===== src/rtl/compound_type_accumulator.sv =====
// ----------------------------------------------------------------------------
// Module      : compound_type_accumulator
// Description : Consumes CompoundType {mode, x, y} messages. Writes add to or
//               load a signed accumulator; reads return it downstream.
// Revision    : 1.0
// ----------------------------------------------------------------------------
`default_nettype none

module compound_type_accumulator #(
  parameter int DATA_W = 32,
  parameter int CNT_W  = 16
) (
  input  logic              clk,
  input  logic              rst,
  // Packed CompoundType: [DATA_W+1] = mode, [DATA_W:1] = x, [0] = y
  input  logic [DATA_W+1:0] b_in,
  input  logic              b_in_sync,
  output logic              b_in_notify,
  output logic [DATA_W-1:0] r_out,
  input  logic              r_out_sync,
  output logic              r_out_notify,
  output logic [CNT_W-1:0]  op_count,
  output logic              busy
);

  localparam logic c_MODE_READ  = 1'b0;
  localparam logic c_MODE_WRITE = 1'b1;

  localparam logic [CNT_W-1:0]  c_CNT_ONE  = {{(CNT_W-1){1'b0}}, 1'b1};
  localparam logic [CNT_W-1:0]  c_CNT_MAX  = {CNT_W{1'b1}};
  localparam logic [DATA_W-1:0] c_ACC_ZERO = {DATA_W{1'b0}};

  typedef enum logic [0:0] {
    SECTION_IDLE = 1'b0,
    SECTION_SEND = 1'b1
  } section_t;

  section_t            r_section;
  section_t            w_section_nxt;
  logic [DATA_W-1:0]   r_acc;
  logic [DATA_W-1:0]   w_acc_nxt;
  logic                r_clr_pending;
  logic                w_clr_pending_nxt;
  logic [DATA_W-1:0]   w_r_out_nxt;
  logic                w_r_out_notify_nxt;
  logic                w_b_in_notify_nxt;
  logic                w_busy_nxt;
  logic [CNT_W-1:0]    w_op_count_nxt;

  logic                w_in_xfer;
  logic                w_out_xfer;
  logic                w_mode;
  logic [DATA_W-1:0]   w_x;
  logic                w_y;

  assign w_mode     = b_in[DATA_W+1];
  assign w_x        = b_in[DATA_W:1];
  assign w_y        = b_in[0];
  assign w_in_xfer  = b_in_sync & b_in_notify;
  assign w_out_xfer = r_out_notify & r_out_sync;

  always_ff @(posedge clk or posedge rst) begin
    if (rst) begin
      r_section     <= SECTION_IDLE;
      r_acc         <= c_ACC_ZERO;
      r_clr_pending <= 1'b0;
      r_out         <= c_ACC_ZERO;
      r_out_notify  <= 1'b0;
      b_in_notify   <= 1'b1;
      busy          <= 1'b0;
      op_count      <= {CNT_W{1'b0}};
    end else begin
      r_section     <= w_section_nxt;
      r_acc         <= w_acc_nxt;
      r_clr_pending <= w_clr_pending_nxt;
      r_out         <= w_r_out_nxt;
      r_out_notify  <= w_r_out_notify_nxt;
      b_in_notify   <= w_b_in_notify_nxt;
      busy          <= w_busy_nxt;
      op_count      <= w_op_count_nxt;
    end
  end

  always_comb begin
    w_section_nxt      = r_section;
    w_acc_nxt          = r_acc;
    w_clr_pending_nxt  = r_clr_pending;
    w_r_out_nxt        = r_out;
    w_r_out_notify_nxt = r_out_notify;
    w_b_in_notify_nxt  = b_in_notify;
    w_busy_nxt         = busy;

    case (r_section)
      SECTION_IDLE: begin
        if (w_in_xfer) begin
          if (w_mode == c_MODE_WRITE) begin
            // y selects accumulate (1) versus load (0); addition wraps
            w_acc_nxt = w_y ? (r_acc + w_x) : w_x;
          end else begin
            w_r_out_nxt        = r_acc;
            w_clr_pending_nxt  = w_y;
            w_b_in_notify_nxt  = 1'b0;
            w_r_out_notify_nxt = 1'b1;
            w_busy_nxt         = 1'b1;
            w_section_nxt      = SECTION_SEND;
          end
        end
      end
      SECTION_SEND: begin
        if (w_out_xfer) begin
          w_r_out_notify_nxt = 1'b0;
          w_b_in_notify_nxt  = 1'b1;
          w_busy_nxt         = 1'b0;
          w_clr_pending_nxt  = 1'b0;
          w_section_nxt      = SECTION_IDLE;
          if (r_clr_pending) begin
            w_acc_nxt = c_ACC_ZERO;
          end
        end
      end
      default: begin
        w_section_nxt = SECTION_IDLE;
      end
    endcase
  end

  always_comb begin
    w_op_count_nxt = op_count;
    if (w_in_xfer && (op_count != c_CNT_MAX)) begin
      w_op_count_nxt = op_count + c_CNT_ONE;
    end
  end

endmodule

`default_nettype wire

===== config.mk =====
export PLATFORM = sky130hd
export DESIGN_NAME = compound_type_accumulator
export DESIGN_NICKNAME = d
export VERILOG_FILES = /design/src/rtl/compound_type_accumulator.sv
export SDC_FILE = /design/constraint.sdc
export NUM_CORES = 1
export LEC_CHECK = 0
export ABC_AREA = 0
export CORE_MARGIN = 2
export CORE_UTILIZATION = 43
export CTS_CLUSTER_SIZE = 30
export DETAILED_ROUTE_END_ITERATION = 8
export MAX_ROUTING_LAYER = met4
export PLACE_DENSITY = 0.67
export SYNTH_ARGS = -nofsm -noshare
export SYNTH_HDL_FRONTEND = slang
export SYNTH_SLANG_ARGS = --single-unit

===== constraint.sdc =====
create_clock -name clk -period 5 [get_ports clk]
set_clock_uncertainty 0.1 [all_clocks]
set_input_delay 1.5 -clock clk [delete_from_list [all_inputs] [get_ports clk]]
set_output_delay 1.5 -clock clk [all_outputs]
set_load 0.01 [all_outputs]

=== After elaboration in Yosys (flattened, before gate mapping) ===
Index checks and enable logic that the tools add are counted.

* Add/sub/neg operators: 2
* Equality and inequality tests: 6
* Muxes and demuxes: 21
* Bitwise operators: 4
* Reductions and logical operators: 4

{| class="wikitable"
|+ Operators by type and width
! cell !! count
|-
| 32-bit two-way mux || 5
|-
| 32-bit case mux with 2 select lines || 1
|-
| 32-bit adder || 1
|-
| 16-bit by 1-bit adder with 16-bit output (second input constant) || 1
|-
| 16-bit inequality test (second input constant) || 1
|-
| 1-bit two-way mux || 11
|-
| 1-bit case mux with 2 select lines || 4
|-
| 2-bit inequality test (second input constant) || 3
|-
| 3-bit AND reduction || 2
|-
| 2-bit by 1-bit inequality test with 1-bit output (second input constant) || 2
|-
| 4-bit AND reduction || 1
|-
| 1-bit AND || 2
|-
| 1-bit NOT || 2
|-
| 1-bit logical AND || 1
|}

* Register bits after elaboration: 84
* Bits of input ports: 38

=== Logic depth before layout (Yosys ltp) ===
* Word-level depth: 5
* Gate-level depth with buffers: 11

=== Worst setup path before layout ===
Ideal clock, no wire load.

* Path kind: input to register
* Start point: input port b_in[1]
* End point: register r_acc[28]
* Library setup time: 122 ps
* Arrival: 3832 ps
* Slack: 947 ps
* Stages: 11
* Buffers on the path: 0
* Path through: ha_1 -> fa_1 -> a211oi_2 -> nor3_2 -> o41a_4 -> a31oi_4 -> o31ai_2 -> a311oi_4 -> o21ai_1 -> mux2i_1 -> nand2_1

* Longest elaborated chain between the ends: 5

{| class="wikitable"
|+ RTL lines
! element !! line !! source
|-
| start, declared || 16 || <nowiki>input logic [DATA_W+1:0] b_in,</nowiki>
|-
| 32-bit adder || 98 || <nowiki>w_acc_nxt = w_y ? (r_acc + w_x) : w_x;</nowiki>
|-
| 32-bit two-way mux || 98 ||
|-
| 32-bit two-way mux || 96 || <nowiki>if (w_mode == c_MODE_WRITE) begin</nowiki>
|-
| 32-bit two-way mux || 95 || <nowiki>if (w_in_xfer) begin</nowiki>
|-
| 32-bit case mux with 2 select lines || 93 || <nowiki>case (r_section)</nowiki>
|-
| end signal, assigned || 65 || <nowiki>r_acc <= c_ACC_ZERO;</nowiki>
|-
| end signal, assigned || 74 || <nowiki>r_acc <= w_acc_nxt;</nowiki>
|-
| end, declared || 40 || <nowiki>logic [DATA_W-1:0] r_acc;</nowiki>
|}

Every way passes these cells. The select of a mux whose other input is x is not followed.
A chain may end at the register's enable or synchronous reset.

=== Worst setup path in the final report ===
Same ends and word-level chain as after synthesis.

==> run_results.csv <==
group,metric,value,unit
timing,worst_slew_pin_slew,0.776,ns
clocking,cts_root_buf,"clkbuf_16",
timing,rsz0062_at_grt,"false",
clocking,clk_pin_slew,0.07,ns
power_and_ir_drop,combPwrFrac,0.508,
timing,maxSlewViolCount,0,
finish,final_cells,745,
drt,post_drt_wl_per_cell,16.1,um
setup_path,start_kind,"input pin",
power_and_ir_drop,swShare,0.394,
clocking,clkLatencyLatePin,0.35,ns
timing,finalHoldViolCount,0,
logic_synthesis,yosysUniqueCellTypes,64,
drt,drt_drc_violations_left,7,
power_and_ir_drop,p_int,2.25,mW
logic_synthesis,ys.flop_type,"dfrtp_1",
logic_synthesis,postSynthAreaPerCell,9.99,um2
setup_path,r2r-start,"r_acc[0]$_DFFE_PP0P_",
min_path,hold_depth,1,
clocking,clock_sinks,84,
setup_path,path_class,"in2reg",
run_status,outcome,"finished with violations",
drt,drt_iter0_markers,263,
run_status,violations,"design-rule violations",
clocking,cts_resized,0,
floorplanning,io_pins,89,
clocking,cts_tree,"done",
setup_path,crit_fanout,5,
setup_path,crit_path_end_kind,"flop",
logic_synthesis,syn_area,5120,um2
logic_synthesis,ys_seq_area_frac,0.411,
power_and_ir_drop,p_per_area,573,nW/um2
setup_path,worst_r2r_endpoint,"r_acc[28]$_DFFE_PP0P_",
finish,fin_nets,668,
finish,drive_above_1_share,0.0797,
floorplanning,start_util,0.445,
grt,grt_pass1_vias,4129,
clocking,clockBufferDepth,2,
min_path,hp-start,"r_out[22]$_DFFE_PP0P_",
drt,vias,4156,
clocking,cts_setup_buffers,0,
logic_synthesis,synth.area.top_cells,"dfrtp_1, ha_1, mux2_1, xnor2_1, nand2_1",
finish,multi_input_area,2930,um2
drt,antenna_left,0,
drt,viasPerCell,5.58,
clocking,holdBufCountCts,0,
grt,grt_pass1_wl,20400,um
run,maxCapViolCount,0,
timing,period_share,0.890,
place,gp_congestion,0.911,
timing,post-route-min-period,4.45,ns
finish,fillers,1016,
setup_path,r2r_cells,11,
place,portBuffers,88,
logic_synthesis,synth_top_cell_area_share,0.405,
setup_path,slowest_delay,0.44,ns
grt,grt_use_total,0.203,
setup_path,cp_cell_sequence,"clkdlybuf4s50_1 -> ha_1 -> fa_1 -> a211oi_2 -> nor3_2 -> o41a_4 -> a31oi_4 -> o31ai_2 -> a311oi_4 -> o21ai_1 -> mux2i_1 -> nand2_1",
finish,regArea,2100,um2
timing,tns,0,ns
grt,overflow,0,
timing,setup-violations-final,0,
timing,max-slew-margin-rel,0.483,
setup_path,arrival,4.58,ns
place,post-place-cells,729,
logic_synthesis,syn_nets,584,
min_path,hp-class,"reg2reg",
place,dp_hpwl,8760,um
floorplanning,die_y,113,um
floorplanning,die-area,12800,um2
grt,antenna_found_initial,0,
floorplanning,core_area,11500,um2
power_and_ir_drop,power_switching,1.46,mW
clocking,htreeDepth,3,
logic_synthesis,synthCells,513,
finish,syn_to_final_growth,26.4,%
setup_path,crit_slowest_cell,"fa_1",
logic_synthesis,synth_top_area_cell,"dfrtp_1",
logic_synthesis,yosys_warnings,0,
logic_synthesis,synth_edf_count,0,
power_and_ir_drop,clkPwrFrac,0.181,
logic_synthesis,ys_seq_elements,84,
min_path,min_to,"r_out[22]$_DFFE_PP0P_",
power_and_ir_drop,peakVddDrop,0.234,mV
grt,grt_max_degree,45,
drt,wl,12000,um
finish,n_antenna_cell,0,
floorplanning,die_w,113,um
drt,firstDrtPassIters,7,
timing,fmax,225,MHz
setup_path,crit_required,5.14,ns
power_and_ir_drop,p_leak,2.89,nW
clocking,cts_inserted_buffers,9,
power_and_ir_drop,seqPwrFrac,0.312,
setup_path,rrSetupSlack,1.76,ns
floorplanning,fp-row-count,39,
logic_synthesis,synthArstFlopShare,1.00,
-- through the flow --
step | utilization | hold slack, ns | worst slack (ns) | area, um2 | power (mW)
2_1_floorplan | - | 0.376 | 0.947 | 5120 | 2.43
3_3_place_gp | 0.536 | 0.371 | 0.252 | 6170 | 3.01
3_5_place_dp | 0.536 | 0.374 | 0.255 | 6170 | 3.05
4_1_cts | 0.562 | 0.390 | 0.585 | 6480 | 3.74
5_1_grt | 0.562 | 0.406 | 0.333 | 6480 | 4.00
6_report | 0.562 | 0.387 | 0.552 | 6480 | 3.71
-- layer usage --
| metal | GRT usage | up-vias | wire (um) |
|---|---|---|---|
| li1 | - | 2053 | - |
| met1 | 0.273 | 1995 | 5830 |
| met2 | 0.314 | 97 | 5470 |
| met3 | 0.0316 | 11 | 546 |
| met4 | 0.0707 | 0 | 170 |
| met5 | - | - | 0 |
-- synth_stat cells (3+ instances only) --
library cell / count
dfrtp_1: 83
nand2_1: 54
o21ai_1: 36
a21oi_1: 35
ha_1: 32
xnor2_1: 26
mux2_1: 25
nor2_1: 24
clkbuf_1: 20
a21o_1: 16
mux2i_1: 13
xor2_1: 13
a22oi_1: 12
nand3_1: 12
nor3_1: 12
mux2_2: 7
inv_1: 6
nand4_1: 6
o21ai_0: 6
and3_1: 5
o21a_1: 5
o211ai_1: 4
a22o_1: 3
a32oi_1: 3
and2_1: 3
nor2b_1: 3
nor4_1: 3
o21bai_1: 3
-- registers in the layout (all words and copies together) (netlist names) --
signal,count
busy,1
r_acc,32
r_section,1
b_in_notify,1
r_clr_pending,1
r_out,32
op_count,16
-- cell type report --
cell class	instances	area share
timing repair buffer	95	0.144
multi-input combinational	399	0.452
clock buffer	9	0.0348
clock inverter	7	0.0118
sequential	84	0.325
inverter	8	0.00483
tap	143	0.0276
-- logic make-up after synthesis --
kind of cell | Yosys count | synth area share
AND/OR/NAND/NOR | 133 | 0.122
flip-flops | 84 | 0.411
multiplexers | 45 | 0.0957
AO/OA/AOI/OAI | 149 | 0.200
adder cells (fa/ha/maj) | 33 | 0.0821
buffers and inverters | 30 | 0.0227
XOR/XNOR | 39 | 0.0667
-- cell usage in the layout, fill, tap and decap left out, types with 3 or more instances in the layout --
| cell type | count |
|---|---|
| a22oi_1 | 12 |
| and2_1 | 3 |
| and3_1 | 5 |
| o211ai_1 | 4 |
| o21a_1 | 5 |
| nor4_1 | 3 |
| inv_1 | 5 |
| mux2i_1 | 13 |
| nor2_1 | 24 |
| dfrtp_1 | 83 |
| xnor2_1 | 26 |
| o21ai_1 | 36 |
| ha_1 | 32 |
| clkdlybuf4s50_1 | 88 |
| buf_4 | 7 |
| inv_8 | 3 |
| nand2_1 | 54 |
| a21o_1 | 16 |
| o21ai_0 | 6 |
| nand3_1 | 12 |
| xor2_1 | 13 |
| mux2_1 | 25 |
| nor3_1 | 11 |
| nor2b_1 | 3 |
| a32oi_1 | 3 |
| mux2_2 | 7 |
| clkbuf_16 | 9 |
| a22o_1 | 3 |
| a21oi_1 | 35 |
| o21bai_1 | 3 |
| nand4_1 | 6 |
-- power groups by stage --
stage | registers [mW] | clock network (mW) | logic, mW
after floorplan | 1.18 | 0 | 1.24
after global routing | 1.20 | 0.716 | 2.08
final | 1.16 | 0.671 | 1.89
after detailed placement | 1.17 | 0 | 1.88
after global placement | 1.16 | 0 | 1.85
after CTS | 1.16 | 0.687 | 1.89
-- how the worst max path moves through the flow --
stage | endpoint | cells after the start | slack [ns] | start
floorplan | r_acc[28]$_DFFE_PP0P_ | 11 | 0.95 | b_in[1]
global placement | r_acc[28]$_DFFE_PP0P_ | 12 | 0.25 | b_in[1]
detailed placement | r_acc[30]$_DFFE_PP0P_ | 12 | 0.25 | b_in[1]
CTS | r_acc[28]$_DFFE_PP0P_ | 12 | 0.58 | b_in[1]
global route | r_acc[28]$_DFFE_PP0P_ | 12 | 0.33 | b_in[1]
finish | r_acc[28]$_DFFE_PP0P_ | 12 | 0.55 | b_in[1]
-- worst max-delay path, delay by kind of cell --
kind,cells,cell delay (ns)
compound gates,6,1.64
fa+ha+maj,2,0.69
buf+inv,1,0.42
mux,1,0.17
simple gates,2,0.16
(Power assumes the default switching activity.)
